`config.mk`:
```
export PLATFORM = sky130hd
export DESIGN_NAME = updown_count_monitor
export DESIGN_NICKNAME = d
export VERILOG_FILES = /design/src/rtl/updown_count_monitor.sv
export SDC_FILE = /design/constraint.sdc
export NUM_CORES = 1
export LEC_CHECK = 0
export ABC_AREA = 1
export ABC_CLOCK_PERIOD_IN_PS = 2300
export CAP_MARGIN = 10
export CORE_MARGIN = 5
export CORE_UTILIZATION = 51
export CTS_BUF_LIST = sky130_fd_sc_hd__clkbuf_4 sky130_fd_sc_hd__clkbuf_8 sky130_fd_sc_hd__clkbuf_16
export CTS_CLUSTER_DIAMETER = 200
export DETAILED_ROUTE_END_ITERATION = 16
export GPL_TIMING_DRIVEN = 0
export HOLD_SLACK_MARGIN = 0.12
export PLACE_DENSITY = 0.78
export SYNTH_ARGS = -nofsm -noshare
export SYNTH_HDL_FRONTEND = slang
export SYNTH_SLANG_ARGS = --single-unit
export TNS_END_PERCENT = 50
```
`constraint.sdc`:
```
create_clock -name clk -period 2.3 [get_ports clk]
set_input_delay 0.345 -clock clk [delete_from_list [all_inputs] [get_ports clk]]
set_output_delay 0.345 -clock clk [all_outputs]
set_load 0.03 [all_outputs]
```
`src/rtl/updown_count_monitor.sv`:
```
// Step checker for a ripple up/down counter: samples q/m on clk rising edge,
// flags any step that is not +/-1 in the commanded direction, counts wraps and errors.
module updown_count_monitor #(
    parameter int WIDTH      = 3,
    parameter int CNT_W      = 8,
    parameter int ALLOW_HOLD = 0
) (
    input  logic             clk,
    input  logic             rst,
    input  logic             m,
    input  logic [WIDTH-1:0] q_in,
    input  logic             clr_err,
    output logic             step_err,
    output logic             err_sticky,
    output logic             wrap,
    output logic [CNT_W-1:0] err_cnt,
    output logic [CNT_W-1:0] wrap_cnt,
    output logic [WIDTH-1:0] expect_q,
    output logic             armed
);

    typedef enum logic [1:0] {
        ARM    = 2'd0,
        TRACK  = 2'd1,
        RESYNC = 2'd2
    } state_t;

    localparam logic [WIDTH-1:0] Q_ONE   = WIDTH'(1);
    localparam logic [WIDTH-1:0] Q_MAX   = '1;
    localparam logic [CNT_W-1:0] CNT_ONE = CNT_W'(1);
    localparam logic [CNT_W-1:0] CNT_MAX = '1;

    state_t           state_q, state_d;
    logic [WIDTH-1:0] prev_q_q, prev_q_d;
    logic             prev_m_q, prev_m_d;
    logic             step_err_q, step_err_d;
    logic             err_sticky_q, err_sticky_d;
    logic             wrap_q, wrap_d;
    logic [CNT_W-1:0] err_cnt_q, err_cnt_d;
    logic [CNT_W-1:0] wrap_cnt_q, wrap_cnt_d;
    logic [WIDTH-1:0] exp_next_q, exp_next_d;
    logic             armed_q, armed_d;

    logic [WIDTH-1:0] step_exp;
    logic             hold_ok;
    logic             crossing;

    assign step_exp = prev_m_q ? (prev_q_q - Q_ONE) : (prev_q_q + Q_ONE);
    assign hold_ok  = (ALLOW_HOLD != 0) && (q_in == prev_q_q);
    // Only meaningful for a legal step: the step left the boundary value.
    assign crossing = prev_m_q ? (prev_q_q == '0) : (prev_q_q == Q_MAX);

    always_comb begin
        state_d      = state_q;
        prev_q_d     = q_in;
        prev_m_d     = m;
        step_err_d   = 1'b0;
        wrap_d       = 1'b0;
        err_sticky_d = err_sticky_q;
        err_cnt_d    = err_cnt_q;
        wrap_cnt_d   = wrap_cnt_q;
        exp_next_d   = m ? (q_in - Q_ONE) : (q_in + Q_ONE);

        case (state_q)
            ARM: state_d = TRACK;
            TRACK: begin
                if (m != prev_m_q) begin
                    state_d = RESYNC;
                end else if (q_in == step_exp) begin
                    if (crossing) begin
                        wrap_d = 1'b1;
                        if (wrap_cnt_q != CNT_MAX) wrap_cnt_d = wrap_cnt_q + CNT_ONE;
                    end
                end else if (!hold_ok) begin
                    step_err_d = 1'b1;
                end
            end
            RESYNC:  state_d = (m != prev_m_q) ? RESYNC : TRACK;
            default: state_d = ARM;
        endcase

        // Clear wins over a coincident error; the pulse itself is still reported.
        if (clr_err) begin
            err_cnt_d    = '0;
            err_sticky_d = 1'b0;
        end else if (step_err_d) begin
            err_sticky_d = 1'b1;
            if (err_cnt_q != CNT_MAX) err_cnt_d = err_cnt_q + CNT_ONE;
        end

        armed_d = (state_d == TRACK);
    end

    always_ff @(posedge clk or posedge rst) begin
        if (rst) begin
            state_q      <= ARM;
            prev_q_q     <= '0;
            prev_m_q     <= 1'b0;
            step_err_q   <= 1'b0;
            err_sticky_q <= 1'b0;
            wrap_q       <= 1'b0;
            err_cnt_q    <= '0;
            wrap_cnt_q   <= '0;
            exp_next_q   <= '0;
            armed_q      <= 1'b0;
        end else begin
            state_q      <= state_d;
            prev_q_q     <= prev_q_d;
            prev_m_q     <= prev_m_d;
            step_err_q   <= step_err_d;
            err_sticky_q <= err_sticky_d;
            wrap_q       <= wrap_d;
            err_cnt_q    <= err_cnt_d;
            wrap_cnt_q   <= wrap_cnt_d;
            exp_next_q   <= exp_next_d;
            armed_q      <= armed_d;
        end
    end

    assign step_err   = step_err_q;
    assign err_sticky = err_sticky_q;
    assign wrap       = wrap_q;
    assign err_cnt    = err_cnt_q;
    assign wrap_cnt   = wrap_cnt_q;
    assign expect_q   = exp_next_q;
    assign armed      = armed_q;

endmodule

```
# [After elaboration in Yosys (flattened, before gate mapping)]
# Cells that the tools add are included.
[classes] reduce_logical=6 n_bitwise=1 add_sub_neg=6 mux=18 n_eq_ne=8
[op_table] operator="$mux 8" n=3
[op_table] operator="$add 8x1->8 const B" n=2
[op_table] operator="$ne 8x8->1 const B" n=2
[op_table] operator="$mux 1" n=10
[op_table] operator="$add 3x1->3 const B" n=2
[op_table] operator="$mux 3" n=2
[op_table] operator="$pmux 2 s3" n=1
[op_table] operator="$sub 3x1->3 const B" n=2
[op_table] operator="$reduce_and 5->1" n=1
[op_table] operator="$eq 2x1->1 const B" n=2
[op_table] operator="$mux 2" n=2
[op_table] operator="$reduce_bool 2->1" n=2
[op_table] operator="$eq 3x3->1" n=1
[op_table] operator="$eq 3x3->1 const B" n=1
[op_table] operator="$logic_not 3->1" n=1
[op_table] operator="$eq 2x2->1 const B" n=1
[op_table] operator="$logic_not 2->1" n=1
[op_table] operator="$reduce_and 2->1" n=1
[op_table] operator="$ne 1x1->1" n=1
[op_table] operator="$not 1->1" n=1
[totals] output_inout_bits=23 ff_bits=29 word_cells=49

# [Longest topological paths before layout]
# Gate-level depths: netlist of run 1.
[logic_depth] ltp_word=8 depth_mapped=12 depth_no_buf=12

# [Least setup slack after synthesis of run 1]
# OpenSTA, ideal clock, no wires.
[synth_path] kind="register to register" startpoint="register prev_q_q[0]" endpoint="register wrap_cnt_q[6], in the netlist wrap_cnt[6]" path_stages_with_launch=10 arrival_time_ns=1.607 period_less_slack_ns=1.725 setup_time_ns=0.119 required_time_ns=2.181 slack_ns=0.575 n_path_buf=0 path_cell_list="dfrtp_1 > inv_1 > fa_1 > xnor2_1 > nor2_1 > nand2_2 > inv_2 > nand3_4 > nand2_1 > nand2_1"
[synth_between] elab_chain_cells=4 elab_cells_between_ends=8 classes_between="add/sub (2); eq/ne (2); mux (2); reduce/logical (2)"
[synth_lines] element="start: declaration" line="34" text="logic [WIDTH-1:0] prev_q_q, prev_q_d;"
[synth_lines] element="start signal: assignment" line="108" text="prev_q_q <= prev_q_d;"
[synth_lines] element="$add 3x1->3 / $sub 3x1->3 (equally long branches)" line="48" text="assign step_exp = prev_m_q ? (prev_q_q - Q_ONE) : (prev_q_q + Q_ONE);"
[synth_lines] element="$mux 3" line="48"
[synth_lines] element="$eq 3x3->1" line="69" text="end else if (q_in == step_exp) begin"
[synth_lines] element="$reduce_and 5->1 (no source line) *"
[synth_lines] element="end signal: assignment" line="114" text="wrap_cnt_q <= wrap_cnt_d;"
[synth_lines] element="end: declaration" line="40" text="logic [CNT_W-1:0] wrap_cnt_q, wrap_cnt_d;"
# Every way passes the cells marked *; elsewhere a longest branch is shown, timed or not.
# A chain may end at the register's enable or synchronous reset.

# [Worst setup path after layout of run 1]
[layout_path] startpoint="register prev_q_q[0]" endpoint="register wrap_cnt_q[0], in the netlist wrap_cnt[0]"
# The elaborated chain is that of the path after synthesis.

==> results of run 1 <==
==> placed cells by master (no fill, tap or decap), types with 2 or more instances in the layout <==
cell type	synthesis	final
a21boi_0	2	2
clkbuf_4	1	6
clkdlybuf4s50_1	0	28
dfrtp_1	29	29
fa_1	2	2
ha_1	2	2
inv_1	25	25
inv_2	3	3
nand2_1	64	64
nand2_2	2	2
nand3_1	12	12
nand3_2	2	2
nand3_4	2	2
nand4_1	10	10
nor2_1	15	15
nor3_1	2	2
nor3b_1	2	2
o21ai_0	2	2
xnor2_1	5	5
xor2_1	8	8
==> registers in the layout, summed over array words and instances, names as in the netlist <==
register and count:
prev_m_q 1, wrap 1, armed 1, expect_q 3, err_sticky 1, err_cnt 8
step_err 1, state_q 2, prev_q_q 3, wrap_cnt 8
==> through the flow <==
stage               total power, mW  hold WS (ns)  instance area [µm²]  instances
detailed placement             1.11         0.497                 1940        268
CTS                            1.37         0.294                 1980        274
global placement               1.10         0.483                 1940        268
global route                   1.46         0.329                 2010        275
floorplan                     0.942         0.376                 1600        196
finish                         1.36         0.300                 2010        275
==> cells by family (layout without fill, tap and decap cells) <==
group | Yosys count | after routing | synth area share (%)
flip-flops | 29 | 29 | 45.3
XOR/XNOR | 13 | 13 | 7.11
AO/OA/AOI/OAI | 6 | 6 | 2.19
AND/OR/NAND/NOR | 114 | 114 | 34.0
adder cells (fa/ha/maj) | 4 | 4 | 4.07
buffers and inverters | 30 | 65 | 7.27
==> layout make-up <==
class	count	area share, %
Inverter	29	5.43
Timing Repair Buffer	29	15.3
Sequential cell	29	36.2
Buffer	1	0.374
Multi-Input combinational cell	137	37.8
Clock inverter	1	0.250
Tap cell	44	2.74
Clock buffer	5	1.87
==> power by group through the flow <==
stage / Combinational (mW) / Clock [mW] / Sequential (mW)
2_1_floorplan: 0.193 / 0 / 0.749
3_3_place_gp: 0.449 / 0 / 0.650
3_5_place_dp: 0.456 / 0 / 0.651
4_1_cts: 0.458 / 0.274 / 0.641
5_1_grt: 0.511 / 0.296 / 0.656
6_report: 0.456 / 0.265 / 0.642
==> critical path, stage by stage, from the launching register on <==
cell     delay (ns)
dfrtp_1        0.39
inv_1          0.09
fa_1           0.46
inv_1          0.09
nand2_1        0.05
nand2_1        0.07
nand2_1        0.05
nand2_1        0.08
nand2_2        0.10
inv_2          0.17
nand3_4        0.14
nand2_1        0.09
nand2_1        0.05
==> metal layers <==
metal / track usage, % / vias up / wire, µm / part of all wire [%]
li1: - / 682 / - / -
met1: 20.3 / 622 / 1360 / 44
met2: 27.9 / 29 / 1510 / 49
met3: 3.57 / 7 / 130 / 4.2
met4: 7.61 / 0 / 70 / 2.3
met5: 0 / - / 0 / 0
==> final timing paths <==
| check | end | slack (ns) | cells past startpoint |
|---|---|---|---|
| max | wrap_cnt[0]$_DFFE_PP0P_ | 0.37 | 12 |
| min | err_sticky$_DFFE_PP0P_ | 0.30 | 2 |
| max reg2reg | wrap_cnt[0]$_DFFE_PP0P_ | 0.37 | 12 |
| min reg2reg | err_sticky$_DFFE_PP0P_ | 0.51 | 2 |
| max in group asynchronous | wrap_cnt[0]$_DFFE_PP0P_ | 1.56 | 3 |
| min in group clk | err_sticky$_DFFE_PP0P_ | 0.30 | 2 |
==> results.py, run 1 <==
metrics = {
    "drt": {
        "wl_um": 3070,
        "vias_per_cell": 4.87,
        "routedWlPerCell_um": 11.2,
        "first_iter_violations": 67,
        "num_vias": 1340,
        "ant_nets": 0,
        "drt-pass1-iter-count": 4,
        "drc_errors": 0,
    },
    "clock_tree": {
        "cts.repair.resized": 0,
        "clkSinkCount": 29,
        "hold_buffers": 0,
        "post_cts_buffers": 0,
        "cts_made_buffers": 5,
        "path_clk_slew_ns": 0.08,
        "worstSkewPairLatency_ns": 0.32,
        "cts_tree": "built",
        "htreeDepth": 2,
        "cts.path.max_buffers": 2,
        "clockRootBuffer": "clkbuf_4",
    },
    "yosys": {
        "synth-edff-count": 0,
        "ys_types": 25,
        "syn_area_per_cell_um2": 8.16,
        "netlist_area_um2": 1600,
        "synth_nets": 207,
        "synthTopCellsByCount": "64 x nand2_1, 29 x dfrtp_1, 25 x inv_1, 15 x nor2_1, 12 x nand3_1",
        "yosysMostFrequentCell": "nand2_1",
        "netlist_instances": 196,
        "synthArstFlopShare_pct": 100,
        "synth_largest_area_cell": "dfrtp_1",
        "yosys_register_bits": 29,
        "ys_top_cells_by_area": "dfrtp_1 45%, nand2_1 15%, inv_1 5.9%",
        "synth_warnings": 0,
        "synth_flop_cell": "dfrtp_1",
        "netlist.area_leader.share_pct": 45.3,
        "seq_area_frac_synth_pct": 45.3,
    },
    "grt": {
        "grt_pass1_vias": 1329,
        "antenna_found_initial": 0,
        "grt_overflow": 0,
        "grt_max_degree": 30,
        "grt_use_total_pct": 16.6,
        "grt_pass1_wl_um": 5600,
    },
    "floorplanning": {
        "num_io_pins": 30,
        "die_w_um": 66.0,
        "fp.dieArea_um2": 4360,
        "core_um2": 3030,
        "initial_core_util_pct": 52.9,
        "fp.dieH_um": 66.0,
        "rows": 20,
    },
    "pwr": {
        "powerDensity_nw_per_um2": 680,
        "leakagePower_nw": 1.00,
        "power.switching_mw": 0.497,
        "combinationalPowerShare_pct": 33.5,
        "switching_share_pct": 36.4,
        "ir_worst_vdd_mv": 0.501,
        "internal_power_mw": 0.866,
        "seqPwrFrac_pct": 47.1,
        "p_clk_share_pct": 19.4,
    },
    "setup_path": {
        "crit_path_start": "prev_q_q[0]$_DFF_PP0_",
        "arrival_ns": 2.13,
        "r2r_start": "prev_q_q[0]$_DFF_PP0_",
        "worstSetupEndpointType": "flop",
        "worst-setup-path-type": "reg -> reg",
        "worst-path-max-fanout": 9,
        "start_kind": "flop",
        "required_ns": 2.50,
    },
    "timing": {
        "fmax_mhz": 519,
        "fin_crit_ns": 1.93,
        "finalCritPeriodShare_pct": 83.8,
        "rsz0062_at_grt": "no",
        "setup_ws_ns": 0.372,
        "fin_skew_ns": 0.0157,
        "drv_slew": 0,
        "finalHoldViolations": 0,
        "tns_ns": 0,
        "worst_pin_slew_ns": 0.391,
        "maxSlewHeadroom_pct": 73.9,
        "finalSetupViolations": 0,
    },
    "job": {
        "max_cap_violations": 0,
    },
    "placed_design": {
        "globalplace.congestion": 0.846,
        "io_buffers": 28,
        "detailed_place_hpwl_um": 2260,
        "pre_cts_slack_ns": 0.382,
    },
    "cells_and_area": {
        "syn_to_final_growth_pct": 25.3,
        "regArea_um2": 726,
        "fill_cells": 260,
        "drive_above_1_share_pct": 8.66,
        "final_util_pct": 66.2,
        "antenna_cells": 0,
        "multi_input_area_um2": 758,
        "fin_nets": 243,
    },
    "worst_hold_path": {
        "hp-class": "in -> async",
    },
    "run_status": {
        "outcome": "complete, no violations",
    },
}
Power figures use the tool's default switching activity.
==> inputs of run 2 (changes only) <==
--- a/config.mk
+++ b/config.mk
@@ -6,7 +6,7 @@
 export NUM_CORES = 1
 export LEC_CHECK = 0
 export ABC_AREA = 1
-export ABC_CLOCK_PERIOD_IN_PS = 2300
+export ABC_CLOCK_PERIOD_IN_PS = 1950
 export CAP_MARGIN = 10
 export CORE_MARGIN = 5
 export CORE_UTILIZATION = 51
==> constraint.sdc (replaced) <==
create_clock -name clk -period 1.95 [get_ports clk]
set_input_delay 0.2925 -clock clk [delete_from_list [all_inputs] [get_ports clk]]
set_output_delay 0.2925 -clock clk [all_outputs]
set_load 0.03 [all_outputs]
==> run 2 against run 1 <==
Hold slack worse by 0.053 ns. Critical path type unchanged. Utilization rose by 0.74 points. Combinational power increased by 20%. Die area is the same. Clock power rose by 18%. First-iteration DRC count rose by 6.0%. Worst setup slack got worse by 0.26 ns. Design area is 1.1% higher. Register-to-register slack worse by 0.26 ns.
==> results.py, run 2 (synthesis gave the netlist of run 1 again) <==
metrics = {
    "clock_tree": {
        "cts_made_buffers": 5,
        "cts.path.max_buffers": 2,
        "worstSkewPairLatency_ns": 0.32,
        "clkSinkCount": 29,
        "hold_buffers": 0,
        "clockRootBuffer": "clkbuf_4",
        "cts_tree": "built",
        "htreeDepth": 2,
        "path_clk_slew_ns": 0.08,
    },
    "floorplanning": {
        "die_w_um": 66.0,
        "rows": 20,
        "core_um2": 3030,
        "num_io_pins": 30,
        "fp.dieArea_um2": 4360,
        "initial_core_util_pct": 52.9,
        "fp.dieH_um": 66.0,
    },
    "setup_path": {
        "worstSetupEndpointType": "flop",
        "worst-path-max-fanout": 9,
        "start_kind": "flop",
        "arrival_ns": 2.04,
        "reg2reg_depth": 9,
        "worst-setup-path-type": "reg -> reg",
        "required_ns": 2.15,
    },
    "drt": {
        "routedWlPerCell_um": 11.3,
        "drc_errors": 0,
        "wl_um": 3110,
        "vias_per_cell": 4.85,
        "ant_nets": 0,
        "num_vias": 1338,
        "drt-pass1-iter-count": 4,
        "first_iter_violations": 71,
    },
    "cells_and_area": {
        "final_common_cell": "nand2_1",
        "multi_input_area_um2": 768,
        "stdcell_count": 276,
        "final_cell_mix": "63 x nand2_1, 29 x dfrtp_1, 28 x clkdlybuf4s50_1",
        "fill_cells": 254,
        "antenna_cells": 0,
        "regArea_um2": 726,
        "final_util_pct": 67.0,
        "syn_to_final_growth_pct": 26.7,
        "fin_nets": 244,
        "drive_above_1_share_pct": 9.91,
    },
    "timing": {
        "finalCritPeriodShare_pct": 94.4,
        "finalHoldViolations": 0,
        "fin_crit_ns": 1.84,
        "rsz0062_at_grt": "no",
        "fin_skew_ns": 0.0146,
        "tns_ns": 0,
        "finalSetupViolations": 0,
        "drv_slew": 0,
        "worst_pin_slew_ns": 0.390,
        "hold_slack_ns": 0.247,
        "fmax_mhz": 543,
        "maxSlewHeadroom_pct": 74.0,
    },
    "grt": {
        "grt_max_degree": 30,
        "grt_overflow": 0,
        "grt_use_total_pct": 16.6,
        "grt_pass1_vias": 1329,
        "antenna_found_initial": 0,
        "grt_pass1_wl_um": 5600,
    },
    "placed_design": {
        "dpl.cell_count": 268,
        "detailed_place_hpwl_um": 2260,
        "io_buffers": 28,
        "globalplace.congestion": 0.846,
    },
    "pwr": {
        "power.switching_mw": 0.593,
        "leakagePower_nw": 1.01,
        "ir_worst_vdd_mv": 0.598,
        "internal_power_mw": 1.03,
        "switching_share_pct": 36.6,
        "combinationalPowerShare_pct": 33.8,
        "p_clk_share_pct": 19.4,
        "powerDensity_nw_per_um2": 799,
        "seqPwrFrac_pct": 46.8,
    },
    "run_status": {
        "outcome": "complete, no violations",
    },
    "job": {
        "max_cap_violations": 0,
    },
    "worst_hold_path": {
        "hp-class": "in -> async",
    },
}
## run 2: changes by cell type in the layout (fill, tap and decap cells not counted)
cell / before / now
buf_4: 0 / 1
clkinv_4: 0 / 1
fa_1: 2 / 1
fa_2: 0 / 1
inv_2: 3 / 2
nand2_1: 64 / 63
nand2_4: 1 / 2
## run 2: worst paths after layout
path | endpoint | start | slack (ns)
setup reg to reg | wrap_cnt[3]$_DFFE_PP0P_ | prev_m_q$_DFF_PP0_ | 0.11
hold / removal | err_sticky$_DFFE_PP0P_ | rst | 0.25
max in group asynchronous | wrap_cnt[0]$_DFFE_PP0P_ | rst | 1.26
setup / recovery | wrap_cnt[3]$_DFFE_PP0P_ | prev_m_q$_DFF_PP0_ | 0.11
min in group clk | err_sticky$_DFFE_PP0P_ | clr_err | 0.25
hold reg to reg | err_sticky$_DFFE_PP0P_ | err_sticky$_DFFE_PP0P_ | 0.51
## run 2: per-layer routing
metal / share of wire (%) / wire (µm) / up-vias / GRT usage [%]
met2: 49 / 1530 / 28 / 27.9
met5: 0 / 0 / - / 0
met3: 4.1 / 129 / 7 / 3.57
met4: 2.3 / 71 / 0 / 7.61
li1: - / - / 686 / -
met1: 44 / 1380 / 617 / 20.3
## run 2: critical path, cell delays in order (launching register included)
cell and delay [ns]:
dfrtp_1 0.43, inv_2 0.07, fa_2 0.53, xnor2_1 0.07, nor2_1 0.17, nand2_4 0.11
clkinv_4 0.10, nand3_4 0.12, nand2_1 0.09, nand2_1 0.05
## run 2: what timing repair did
item	4_1_cts	5_1_grt
endpoints found under the setup margin	0	17
setup buffers	0	1
resized for setup	0	5
## run 2: layout make-up
class,instances,share of cell area (%)
Clock buffer,5,1.85
Timing Repair Buffer,30,15.5
Buffer,1,0.370
Sequential cell,29,35.8
Clock inverter,1,0.247
Tap cell,44,2.71
Multi-Input combinational cell,137,37.9
Inverter,29,5.61
## run 2: power groups by stage
stage	clock, mW	sequential, mW	combinational (mW)
final	0.313	0.759	0.548
after floorplan	0	0.883	0.228
after global routing	0.349	0.775	0.610
after detailed placement	0	0.768	0.538
after global placement	0	0.766	0.530
after CTS	0.324	0.757	0.540
## run 2: stage by stage
stage          setup slack [ns]  cell area (µm²)  power [mW]
2_1_floorplan             0.225             1600        1.11
3_3_place_gp             0.0849             1940        1.30
3_5_place_dp             0.0316             1940        1.31
4_1_cts                  0.0129             1980        1.62
5_1_grt                 0.00367             2030        1.73
6_report                  0.110             2030        1.62
